File: src/rtl/key_matrix_scanner.sv
// Keypad matrix scanner: column strobing, row sync, frame-level debounce and an event FIFO.
// Optional build macro KEY_RELEASE_EN queues release events alongside presses.
module key_matrix_scanner #(
  parameter int unsigned ROWS           = 4,
  parameter int unsigned COLS           = 4,
  parameter int unsigned SCAN_DIV       = 16,
  parameter int unsigned DEBOUNCE_SCANS = 3,
  parameter int unsigned FIFO_DEPTH     = 4,
  parameter int unsigned CODE_W         = $clog2(ROWS * COLS)
) (
  input  logic              clk,
  input  logic              reset,
  input  logic [ROWS-1:0]   v,
  output logic [COLS-1:0]   h,
  output logic [CODE_W-1:0] key_code,
  output logic              key_rel,
  output logic              key_valid,
  input  logic              key_ready,
  output logic              ghost,
  output logic              overflow
);

  localparam int unsigned ColW = (COLS > 1) ? $clog2(COLS) : 1;
  localparam int unsigned DivW = $clog2(SCAN_DIV);
  localparam int unsigned CntW = $clog2(DEBOUNCE_SCANS + 1);
  localparam int unsigned PtrW = $clog2(FIFO_DEPTH);
`ifdef KEY_RELEASE_EN
  localparam bit RelEn = 1'b1;
`else
  localparam bit RelEn = 1'b0;
`endif

  typedef enum logic [1:0] {StIdle, StPressCand, StHeld, StRelCand} state_e;

  logic              started_q, started_d;
  logic [ColW-1:0]   col_q, col_d;
  logic [DivW-1:0]   div_q, div_d;
  logic [ROWS-1:0]   v_meta_q, v_sync_q;
  logic [1:0]        hits_q, hits_d;
  logic [CODE_W-1:0] fcode_q, fcode_d;
  state_e            state_q, state_d;
  logic [CntW-1:0]   cnt_q, cnt_d;
  logic [CODE_W-1:0] cand_q, cand_d;
  logic              ghost_q, ghost_d, ovf_q, ovf_d;
  logic [PtrW:0]     wptr_q, wptr_d, rptr_q, rptr_d;
  logic [CODE_W:0]   mem_q [FIFO_DEPTH];

  logic [1:0]        col_hits, tot;
  logic [2:0]        sum;
  logic [CODE_W-1:0] col_code, frm_code, push_code;
  logic [CntW-1:0]   cnt_inc;
  logic              sample, frame_end, res_none, res_single, res_multi, same_key;
  logic              push, push_rel, fifo_valid, fifo_full, pop, wr_en;
  logic [CODE_W:0]   head;

  // Rows seen low in the column being strobed; counts saturate at 2 (enough to flag a ghost).
  always_comb begin
    col_hits = 2'd0;
    col_code = '0;
    for (int r = 0; r < int'(ROWS); r++) begin
      if (!v_sync_q[r]) begin
        if (col_hits != 2'd2) col_hits = col_hits + 2'd1;
        col_code = CODE_W'(int'(col_q) * int'(ROWS) + r);
      end
    end
    sum        = {1'b0, hits_q} + {1'b0, col_hits};
    tot        = (sum >= 3'd2) ? 2'd2 : sum[1:0];
    frm_code   = (col_hits != 2'd0) ? col_code : fcode_q;
    sample     = started_q && (div_q == DivW'(SCAN_DIV - 1));
    frame_end  = sample && (col_q == ColW'(COLS - 1));
    res_none   = frame_end && (tot == 2'd0);
    res_single = frame_end && (tot == 2'd1);
    res_multi  = frame_end && (tot == 2'd2);
    same_key   = res_single && (frm_code == cand_q);
  end

  always_comb begin
    started_d = 1'b1;
    div_d     = div_q;
    col_d     = col_q;
    hits_d    = hits_q;
    fcode_d   = fcode_q;
    if (started_q) begin
      if (sample) begin
        div_d   = '0;
        col_d   = (col_q == ColW'(COLS - 1)) ? '0 : col_q + ColW'(1);
        hits_d  = frame_end ? 2'd0 : tot;
        fcode_d = frm_code;
      end else begin
        div_d = div_q + DivW'(1);
      end
    end
  end

  // Debounce: a multi-key frame is treated as "no change" and leaves the FSM untouched.
  always_comb begin
    state_d   = state_q;
    cnt_d     = cnt_q;
    cand_d    = cand_q;
    push      = 1'b0;
    push_rel  = 1'b0;
    push_code = cand_q;
    cnt_inc   = cnt_q + CntW'(1);
    if (frame_end && !res_multi) begin
      case (state_q)
        StIdle: if (res_single) begin
          cand_d = frm_code;
          cnt_d  = CntW'(1);
          if (DEBOUNCE_SCANS == 1) begin
            push      = 1'b1;
            push_code = frm_code;
            state_d   = StHeld;
          end else begin
            state_d = StPressCand;
          end
        end
        StPressCand: begin
          if (same_key) begin
            cnt_d = cnt_inc;
            if (cnt_inc == CntW'(DEBOUNCE_SCANS)) begin
              push    = 1'b1;
              state_d = StHeld;
            end
          end else begin
            state_d = StIdle;
          end
        end
        StHeld: if (!same_key) begin
          cnt_d = CntW'(1);
          if (DEBOUNCE_SCANS == 1) begin
            push     = RelEn;
            push_rel = 1'b1;
            state_d  = StIdle;
          end else begin
            state_d = StRelCand;
          end
        end
        StRelCand: begin
          if (same_key) begin
            state_d = StHeld;
          end else begin
            cnt_d = cnt_inc;
            if (cnt_inc == CntW'(DEBOUNCE_SCANS)) begin
              push     = RelEn;
              push_rel = 1'b1;
              state_d  = StIdle;
            end
          end
        end
        default: state_d = StIdle;
      endcase
    end
  end

  // A pop in the same cycle frees the slot, so a push into a full queue still lands.
  always_comb begin
    fifo_valid = (wptr_q != rptr_q);
    fifo_full  = (wptr_q[PtrW] != rptr_q[PtrW]) && (wptr_q[PtrW-1:0] == rptr_q[PtrW-1:0]);
    pop        = fifo_valid && key_ready;
    wr_en      = push && (!fifo_full || pop);
    ovf_d      = push && fifo_full && !pop;
    ghost_d    = res_multi;
    wptr_d     = wptr_q + {{PtrW{1'b0}}, wr_en};
    rptr_d     = rptr_q + {{PtrW{1'b0}}, pop};
    head       = mem_q[rptr_q[PtrW-1:0]];
  end

  always_ff @(posedge clk or posedge reset) begin
    if (reset) begin
      started_q <= 1'b0;
      col_q     <= '0;
      div_q     <= '0;
      v_meta_q  <= '1;
      v_sync_q  <= '1;
      hits_q    <= 2'd0;
      fcode_q   <= '0;
      state_q   <= StIdle;
      cnt_q     <= '0;
      cand_q    <= '0;
      ghost_q   <= 1'b0;
      ovf_q     <= 1'b0;
      wptr_q    <= '0;
      rptr_q    <= '0;
    end else begin
      started_q <= started_d;
      col_q     <= col_d;
      div_q     <= div_d;
      v_meta_q  <= v;
      v_sync_q  <= v_meta_q;
      hits_q    <= hits_d;
      fcode_q   <= fcode_d;
      state_q   <= state_d;
      cnt_q     <= cnt_d;
      cand_q    <= cand_d;
      ghost_q   <= ghost_d;
      ovf_q     <= ovf_d;
      wptr_q    <= wptr_d;
      rptr_q    <= rptr_d;
    end
  end

  always_ff @(posedge clk) begin
    if (wr_en) mem_q[wptr_q[PtrW-1:0]] <= {push_rel, push_code};
  end

  assign h         = started_q ? ~(COLS'(1) << col_q) : '1;
  assign key_valid = fifo_valid;
  assign key_code  = fifo_valid ? head[CODE_W-1:0] : '0;
  assign key_rel   = RelEn && fifo_valid && head[CODE_W];
  assign ghost     = ghost_q;
  assign overflow  = ovf_q;

endmodule

File: config.mk
export PLATFORM = sky130hd
export DESIGN_NAME = key_matrix_scanner
export DESIGN_NICKNAME = d
export VERILOG_FILES = /design/src/rtl/key_matrix_scanner.sv
export SDC_FILE = /design/constraint.sdc
export NUM_CORES = 1
export LEC_CHECK = 0
export CORE_AREA = 2 2 68 70
export CTS_CLUSTER_SIZE = 25
export DETAILED_ROUTE_END_ITERATION = 16
export DIE_AREA = 0 0 70 72
export DONT_BUFFER_PORTS = 1
export GPL_TIMING_DRIVEN = 0
export PLACE_DENSITY_LB_ADDON = 0.25
export SLEW_MARGIN = 25
export SYNTH_ARGS = -nofsm -noshare
export SYNTH_HDL_FRONTEND = slang
export SYNTH_SLANG_ARGS = --single-unit
File: constraint.sdc
create_clock -name clk -period 5.26 [get_ports clk]
set_clock_uncertainty 0.1 [all_clocks]
set_input_delay 0.789 -clock clk [delete_from_list [all_inputs] [get_ports clk]]
set_output_delay 0.789 -clock clk [all_outputs]
set_load 0.01 [all_outputs]
==> run metrics, run 1 <==
status finished clean; Root Driver clkbuf_8; Crit. End Element flip-flop; die area 0.00504 sq mm; min cycle time layout 4.70 ns; Syn-to-layout area delta 5.66%; Initial Util 61.1%; switching part of the total 30.6%; Final Hold Viols 0; synth cell count leaders dfrtp_1 (29), edfxtp_1 (16), nand2_1 (16); routability cong. 0.806; setup bufs post-CTS 0; Req. time, crit path 5.10 ns; deepest clock path buffer count 2; post-synthesis sequential element count 53; largest net degree at the start of global routing 38; clock share of power 22.1%; drt first pass iters 5; FMAX 213 MHz; number of global-route vias before repair 1647; post-synthesis cell count 217; count leader, synth dfrtp_1; nets 247; GRT Util Overall 18.5%; cts repair resizes 0; post-synth top area share 27.8%; final setup fails 0; Ports 19; DIE WIDTH 70 um; number of synthesized flops with an enable pin 16; setup TNS 0 ns; Hold WC Path Type flip-flop to flip-flop; Area contributors post-synth dfrtp_1 (28%), edfxtp_1 (18%), dfstp_2 (8.1%); cell internal pwr 0.000669 W; drt total wl 4350 um; sequential area share after synthesis 54.3%; Diodes inserted 0; post-synth top area cell dfrtp_1; Reg clk slew, reported paths 0.08 ns; antenna violations before repair 0; Gate power share 23.6%; Syn. warnings 0; CTS buffer count 5; vias 1614; PortBufs 0; Critical Path Fanout Max 5; switching pwr 0.000295 W; Max H-tree Level 2; worst skew pair latency 0.30 ns; Synth cell types 50; chip height 72 um; placed cells 269; final core utilization 64.6%; Core Area 0.00426 sq mm; worst setup path class flip-flop to flip-flop; Max Cap Viol 0; Final ANT Viol Nets 0; Final Cycle Share 89.4%; first-pass GRT wire length 7290 um; Slew @ Worst Pin 0.746 ns; DRC violations left 0; Post-Syn Area per Cell 12.0 sq um; Crit path arrival time 4.54 ns; layout cell share with drive strength beyond 1 16.0%; gr ovfl total 0; Leak Pwr 1.18 nW; Async S/R FF share, synth 69.8%; Reg power frac 54.3%; CTS Hold Bufs 0; CTS tree built; Mapped Nets 240; via/cell ratio 5.83; dpl hpwl 3300 um; # rows 24; VDD IR max 0.000267 V; Final Instance Count excl. Fillers 277; PwrDens 350 mW/mm^2; Main synth FF type dfrtp_1; Syn Std Cell Area 0.00261 sq mm; startpoint class of the critical path flip-flop; fin. max-slew vios 0; Slew Limit Headroom 50.2%; RSZ-0062 raised after global routing no; clock sink count 53; DRC violation total after the first TritonRoute iteration 129; WL/cell 15.7 um
[path summary, 6_finish.rpt]
| path | from | to | slack, ns | cells after the start |
|---|---|---|---|---|
| worst max-delay path | v_sync_q[0] | mem_q[1][1] | 0.56 | 15 |
| worst min-delay path | v_meta_q[2] | v_sync_q[2] | 0.26 | 0 |
| worst max register to register | v_sync_q[0] | mem_q[1][1] | 0.56 | 15 |
| worst min register to register | v_meta_q[2] | v_sync_q[2] | 0.26 | 0 |
| max in group asynchronous | reset | overflow | 4.19 | 1 |
| min in group asynchronous | reset | rptr_q[2] | 0.40 | 1 |
[registers in the layout, summed over array words and instances (netlist names), named ones only]
name	flops
hits_q	2
ghost	1
fcode_q	4
v_meta_q	4
state_q	1
wptr_q	3
rptr_q	3
col_q	2
v_sync_q	4
div_q	4
mem_q	16
cnt_q	2
overflow	1
started_q	1
cand_q	4
[area by class of cell]
class,instances,area (sq um)
plain buffers,8,48.8
clock buffers,6,72.6
clock inverters,2,10.0
fillers,362,1510
inverters,14,52.6
multi-input cells,142,1090
flip-flops and latches,53,1420
well taps,52,65.1
[power by group through the flow]
| stage | clock network [W] | logic [W] | registers (W) |
|---|---|---|---|
| floorplan | 0 | 0.000185 | 0.000518 |
| detailed placement | 0 | 0.000228 | 0.000533 |
| CTS | 0.000220 | 0.000230 | 0.000524 |
| global route | 0.000235 | 0.000259 | 0.000531 |
| finish | 0.000213 | 0.000227 | 0.000523 |
| global placement | 0 | 0.000211 | 0.000526 |
[cells by family after synthesis]
kind of cell / count (synthesis) / synth area share [%]
multiplexers: 12 / 6.91
AND/OR/NAND/NOR: 70 / 15.1
other: 2 / 0.288
adder cells (fa/ha/maj): 16 / 7.97
flip-flops: 53 / 54.3
buffers and inverters: 22 / 3.89
AO/OA/AOI/OAI: 34 / 8.79
XOR/XNOR: 8 / 2.69
[worst max-delay path, stage by stage (launching register included)]
cell and delay, ns:
dfstp_2 0.57, inv_1 0.05, ha_1 0.33, mux2i_1 0.23, ha_1 0.22, nor2_1 0.05, a21oi_1 0.17, ha_1 0.21
fa_1 0.44, nor2_1 0.26, nand4_1 0.17, a21oi_1 0.15, o21ai_1 0.15, nor3_2 0.32, nand4_1 0.29, nor3b_1 0.64
[per-stage QoR]
stage               instance area (sq um)  setup WS [ns]  total power, W  hold WS, ns
floorplan                            2610           1.25        0.000704        0.245
detailed placement                   2670          0.600        0.000761        0.247
global placement                     2670          0.774        0.000738        0.246
finish                               2750          0.559        0.000963        0.258
CTS                                  2750          0.565        0.000973        0.261
global route                         2750          0.337         0.00102        0.263
[cells in the final DEF, fill, tap and decap left out, types with 3 or more instances in the layout]
master and instances:
dfstp_2 8, inv_1 12, ha_1 15, dfrtp_1 29, and2_1 3, nand2_1 16, clkbuf_8 5, edfxtp_1 16
mux4_2 4, xor2_1 3, o31ai_1 4, nor2b_1 8, xnor2_1 5, nand3_1 4, and3_1 3, nor2_1 11
nand4_1 5, mux2i_1 3, nor3_1 5, clkbuf_1 6, nor3b_1 3, mux2_2 4, a21oi_1 6, o21ai_0 10
[metal layers]
metal	global-route usage, %	wire length, um	share of wire, %
met2	36.5	2320	53
met5	0	0	0
met3	3.89	147	3.4
met1	19.3	1810	42
met4	6.84	65	1.5
No activity file was read; power rests on OpenSTA's default activity.
==> inputs of run 2 (changes only) <==
--- a/config.mk
+++ b/config.mk
@@ -11,7 +11,7 @@
 export DIE_AREA = 0 0 70 72
 export DONT_BUFFER_PORTS = 1
 export GPL_TIMING_DRIVEN = 0
-export PLACE_DENSITY_LB_ADDON = 0.25
+export PLACE_DENSITY_LB_ADDON = 0.05
 export SLEW_MARGIN = 25
 export SYNTH_ARGS = -nofsm -noshare
 export SYNTH_HDL_FRONTEND = slang
==> run metrics, run 2 (synthesis results as in run 1) <==
dpl hpwl 3450 um; GRT Util Overall 20.4%; final setup fails 0; Crit. End Element flip-flop; fin. max-slew vios 0; clock sink count 53; WL/cell 16.6 um; number of global-route vias before repair 1714; pre-CTS setup slack 0.529 ns; Max H-tree Level 2; Power Total 0.00102 W; VDD IR max 0.000290 V; # rows 24; most frequent cells in the layout dfrtp_1 (29), nand2_1 (16), edfxtp_1 (16), ha_1 (15), inv_1 (12); via/cell ratio 5.93; FMAX 211 MHz; most common cell after layout, fill and taps aside dfrtp_1; RSZ-0062 raised after global routing no; cts repair resizes 0; drt first pass iters 4; gr ovfl total 0; Slew Limit Headroom 49.2%; PortBufs 0; Final Instance Count excl. Fillers 277; Final ANT Viol Nets 0; Initial Util 61.1%; deepest clock path buffer count 2; Reg clk slew, reported paths 0.09 ns; Final Cycle Share 90.1%; setup TNS 0 ns; Root Driver clkbuf_8; PwrDens 367 mW/mm^2; worst setup path class flip-flop to flip-flop; min cycle time layout 4.74 ns; Diodes inserted 0; setup bufs post-CTS 0; nets 247; chip height 72 um; layout cell share with drive strength beyond 1 16.0%; startpoint class of the critical path flip-flop; Req. time, crit path 5.10 ns; routability cong. 0.851; worst skew pair latency 0.30 ns; first-pass GRT wire length 8010 um; Hold WC Path Type flip-flop to flip-flop; Slew @ Worst Pin 0.761 ns; Critical Path Fanout Max 5; Crit path arrival time 4.58 ns; CTS Hold Bufs 0; placed cells 269; largest net degree at the start of global routing 38; DRC violations left 0; die area 0.00504 sq mm; DRC violation total after the first TritonRoute iteration 146; DIE WIDTH 70 um; Final Hold Viols 0; Largest register FFs 16; status finished clean; Max Cap Viol 0; final setup margin 0.523 ns; Ports 19; Core Area 0.00426 sq mm; CTS tree built; Syn-to-layout area delta 6.72%; antenna violations before repair 0; CTS buffer count 5; drt total wl 4610 um; Leak Pwr 1.19 nW; vias 1642
## run 2: through the flow
stage	instance area, sq um	utilization [%]	hold slack [ns]
global placement	2670	62.6	0.247
finish	2780	65.2	0.259
CTS	2780	65.2	0.262
floorplan	2610	-	0.245
detailed placement	2670	62.6	0.249
global route	2780	65.2	0.268
## run 2: worst paths after layout
path | depth (start not counted) | startpoint | end | slack (ns)
worst max-delay path | 15 | v_sync_q[0] | mem_q[1][0] | 0.52
worst min-delay path | 0 | v_meta_q[3] | v_sync_q[3] | 0.26
worst max register to register | 15 | v_sync_q[0] | mem_q[1][0] | 0.52
worst min register to register | 0 | v_meta_q[3] | v_sync_q[3] | 0.26
max in group asynchronous | 1 | reset | col_q[1] | 4.18
min in group asynchronous | 1 | reset | rptr_q[2] | 0.39
## run 2: layer usage
metal / vias to the layer above / GRT usage, % / wire [um]
met1: 818 / 24.0 / 1940
met2: 33 / 37.9 / 2470
met3: 4 / 4.17 / 147
li1: 787 / - / -
met4: 0 / 6.62 / 55
met5: - / 0 / 0
## run 2: area by class of cell
cell class                      count  area, sq um
Buffer                              8         48.8
Clock buffer                        5         68.8
Clock inverter                      3         41.3
Fill cell                         356         1480
Inverter                           14         52.6
Multi-Input combinational cell    142         1090
Sequential cell                    53         1420
Tap cell                           52         65.1
## run 2: power breakdown
group	internal (W)	switching, W
Clock	0.000140	0.000128
Combinational	0.000102	0.000126
Sequential	0.000474	0.0000506
Total	0.000717	0.000305
## run 2: worst max-delay path, stage by stage (launching register included)
cell	delay [ns]
dfstp_2	0.56
inv_1	0.05
ha_1	0.33
mux2i_1	0.21
ha_1	0.21
nor2_1	0.04
a21oi_1	0.22
ha_1	0.21
fa_1	0.43
nor2_1	0.28
nand4_1	0.19
a21oi_1	0.17
o21ai_1	0.15
nor3_2	0.33
nand4_1	0.27
nor3b_1	0.63
==> inputs of run 3 (changes only) <==
--- a/config.mk
+++ b/config.mk
@@ -5,10 +5,11 @@
 export SDC_FILE = /design/constraint.sdc
 export NUM_CORES = 1
 export LEC_CHECK = 0
-export CORE_AREA = 2 2 68 70
+export CORE_AREA = 2 2 84 86
+export CTS_CLUSTER_DIAMETER = 50
 export CTS_CLUSTER_SIZE = 25
 export DETAILED_ROUTE_END_ITERATION = 16
-export DIE_AREA = 0 0 70 72
+export DIE_AREA = 0 0 86 88
 export DONT_BUFFER_PORTS = 1
 export GPL_TIMING_DRIVEN = 0
 export PLACE_DENSITY_LB_ADDON = 0.05
==> run metrics, run 3 (synthesis results as in run 1) <==
status finished clean; WL/cell 15.1 um; CTS tree built; Req. time, crit path 5.10 ns; final setup margin 0.520 ns; DRC violation total after the first TritonRoute iteration 72; GRT Util Overall 13.4%; most common cell after layout, fill and taps aside dfrtp_1; gr ovfl total 0; Reg clk slew, reported paths 0.10 ns; vias 1568; Final Hold Viols 0; Final ANT Viol Nets 0; routability cong. 0.752; setup bufs post-CTS 0; number of global-route vias before repair 1548; drt total wl 4620 um; Ports 19; min cycle time layout 4.74 ns; Syn-to-layout area delta 8.26%; setup TNS 0 ns; PortBufs 0; Max H-tree Level 2; Crit. End Element flip-flop; antenna violations before repair 0; DRC violations left 0; Crit path arrival time 4.58 ns; worst skew pair latency 0.30 ns; Hold WC Path Type input port to async pin; Power Total 0.000972 W; CTS buffer count 5; Critical Path Fanout Max 5; clock sink count 53; pre-CTS setup slack 0.430 ns; drt first pass iters 4; Root Driver clkbuf_8; Final Cycle Share 90.1%; worst setup path class flip-flop to flip-flop; Final Hold Slack 0.223 ns; Max Cap Viol 0; via/cell ratio 5.12; cts repair resizes 0; DIE WIDTH 86 um; layout cell share with drive strength beyond 1 16.4%; largest net degree at the start of global routing 24; final core utilization 42.5%; die area 0.00757 sq mm; dpl hpwl 3520 um; Initial Util 39.2%; # rows 30; PwrDens 344 mW/mm^2; Slew @ Worst Pin 0.709 ns; Diodes inserted 0; CTS Hold Bufs 0; Leak Pwr 1.18 nW; FMAX 211 MHz; # fillers 634; most frequent cells in the layout dfrtp_1 (29), nand2_1 (16), edfxtp_1 (16), ha_1 (15), inv_1 (12); startpoint class of the critical path flip-flop; Slew Limit Headroom 52.6%; deepest clock path buffer count 2; VDD IR max 0.000141 V; chip height 88 um; RSZ-0062 raised after global routing no; fin. max-slew vios 0; first-pass GRT wire length 7700 um; Largest register FFs 16; final setup fails 0; Core Area 0.00664 sq mm; nets 248
run 3: cell types whose count changed in the layout (fill, tap and decap cells not counted):
cell        previous run  this run
buf_16                 0         1
clkbuf_1               5         6
bufinv_16              1         0
clkinv_1               1         0
clkinvlp_4             1         2
run 3: final cells by class:
type / instances / area, sq um / share of cell area, %
Inverter: 14 / 52.6 / 1.86
Timing Repair Buffer: 1 / 27.5 / 0.976
Clock inverter: 2 / 15.0 / 0.532
Clock buffer: 6 / 72.6 / 2.57
Multi-Input combinational cell: 142 / 1090 / 38.6
Sequential cell: 53 / 1420 / 50.2
Buffer: 8 / 48.8 / 1.73
Tap cell: 80 / 100 / 3.55
run 3: critical path, cell delays in order (launching register included):
cell     delay, ns
dfstp_2       0.56
inv_1         0.05
ha_1          0.32
mux2i_1       0.24
ha_1          0.22
nor2_1        0.05
a21oi_1       0.19
ha_1          0.20
fa_1          0.43
nor2_1        0.27
nand4_1       0.18
a21oi_1       0.15
o21ai_1       0.16
nor3_2        0.34
nand4_1       0.28
nor3b_1       0.66
run 3: metrics by stage:
| step | cell area (sq um) | instances |
|---|---|---|
| 5_1_grt | 2820 | 306 |
| 6_report | 2820 | 306 |
| 2_1_floorplan | 2610 | 217 |
| 3_3_place_gp | 2710 | 297 |
| 3_5_place_dp | 2730 | 298 |
| 4_1_cts | 2820 | 306 |
run 3: metal layers:
layer / global-route usage (%) / part of all wire [%] / vias up
li1: - / - / 785
met1: 16.1 / 45 / 756
met2: 23.6 / 51 / 25
met3: 3.58 / 2.8 / 2
met4: 4.33 / 0.67 / 0
met5: 0 / 0 / -
run 3: path summary, 6_finish.rpt:
check                            start     endpoint  slack, ns  depth (start not counted)
hold / removal                   reset    wptr_q[2]       0.22                          1
max in group asynchronous        reset   fcode_q[0]       4.40                          2
setup reg to reg           v_sync_q[0]  mem_q[1][2]       0.52                         15
hold reg to reg            v_meta_q[3]  v_sync_q[3]       0.26                          0
min in group clk           v_meta_q[3]  v_sync_q[3]       0.26                          0
setup / recovery           v_sync_q[0]  mem_q[1][2]       0.52                         15
run 3: power breakdown:
part | internal [W] | switching [W]
clock network | 0.0000940 | 0.000130
registers | 0.000474 | 0.0000491
logic | 0.000102 | 0.000121
total | 0.000671 | 0.000301
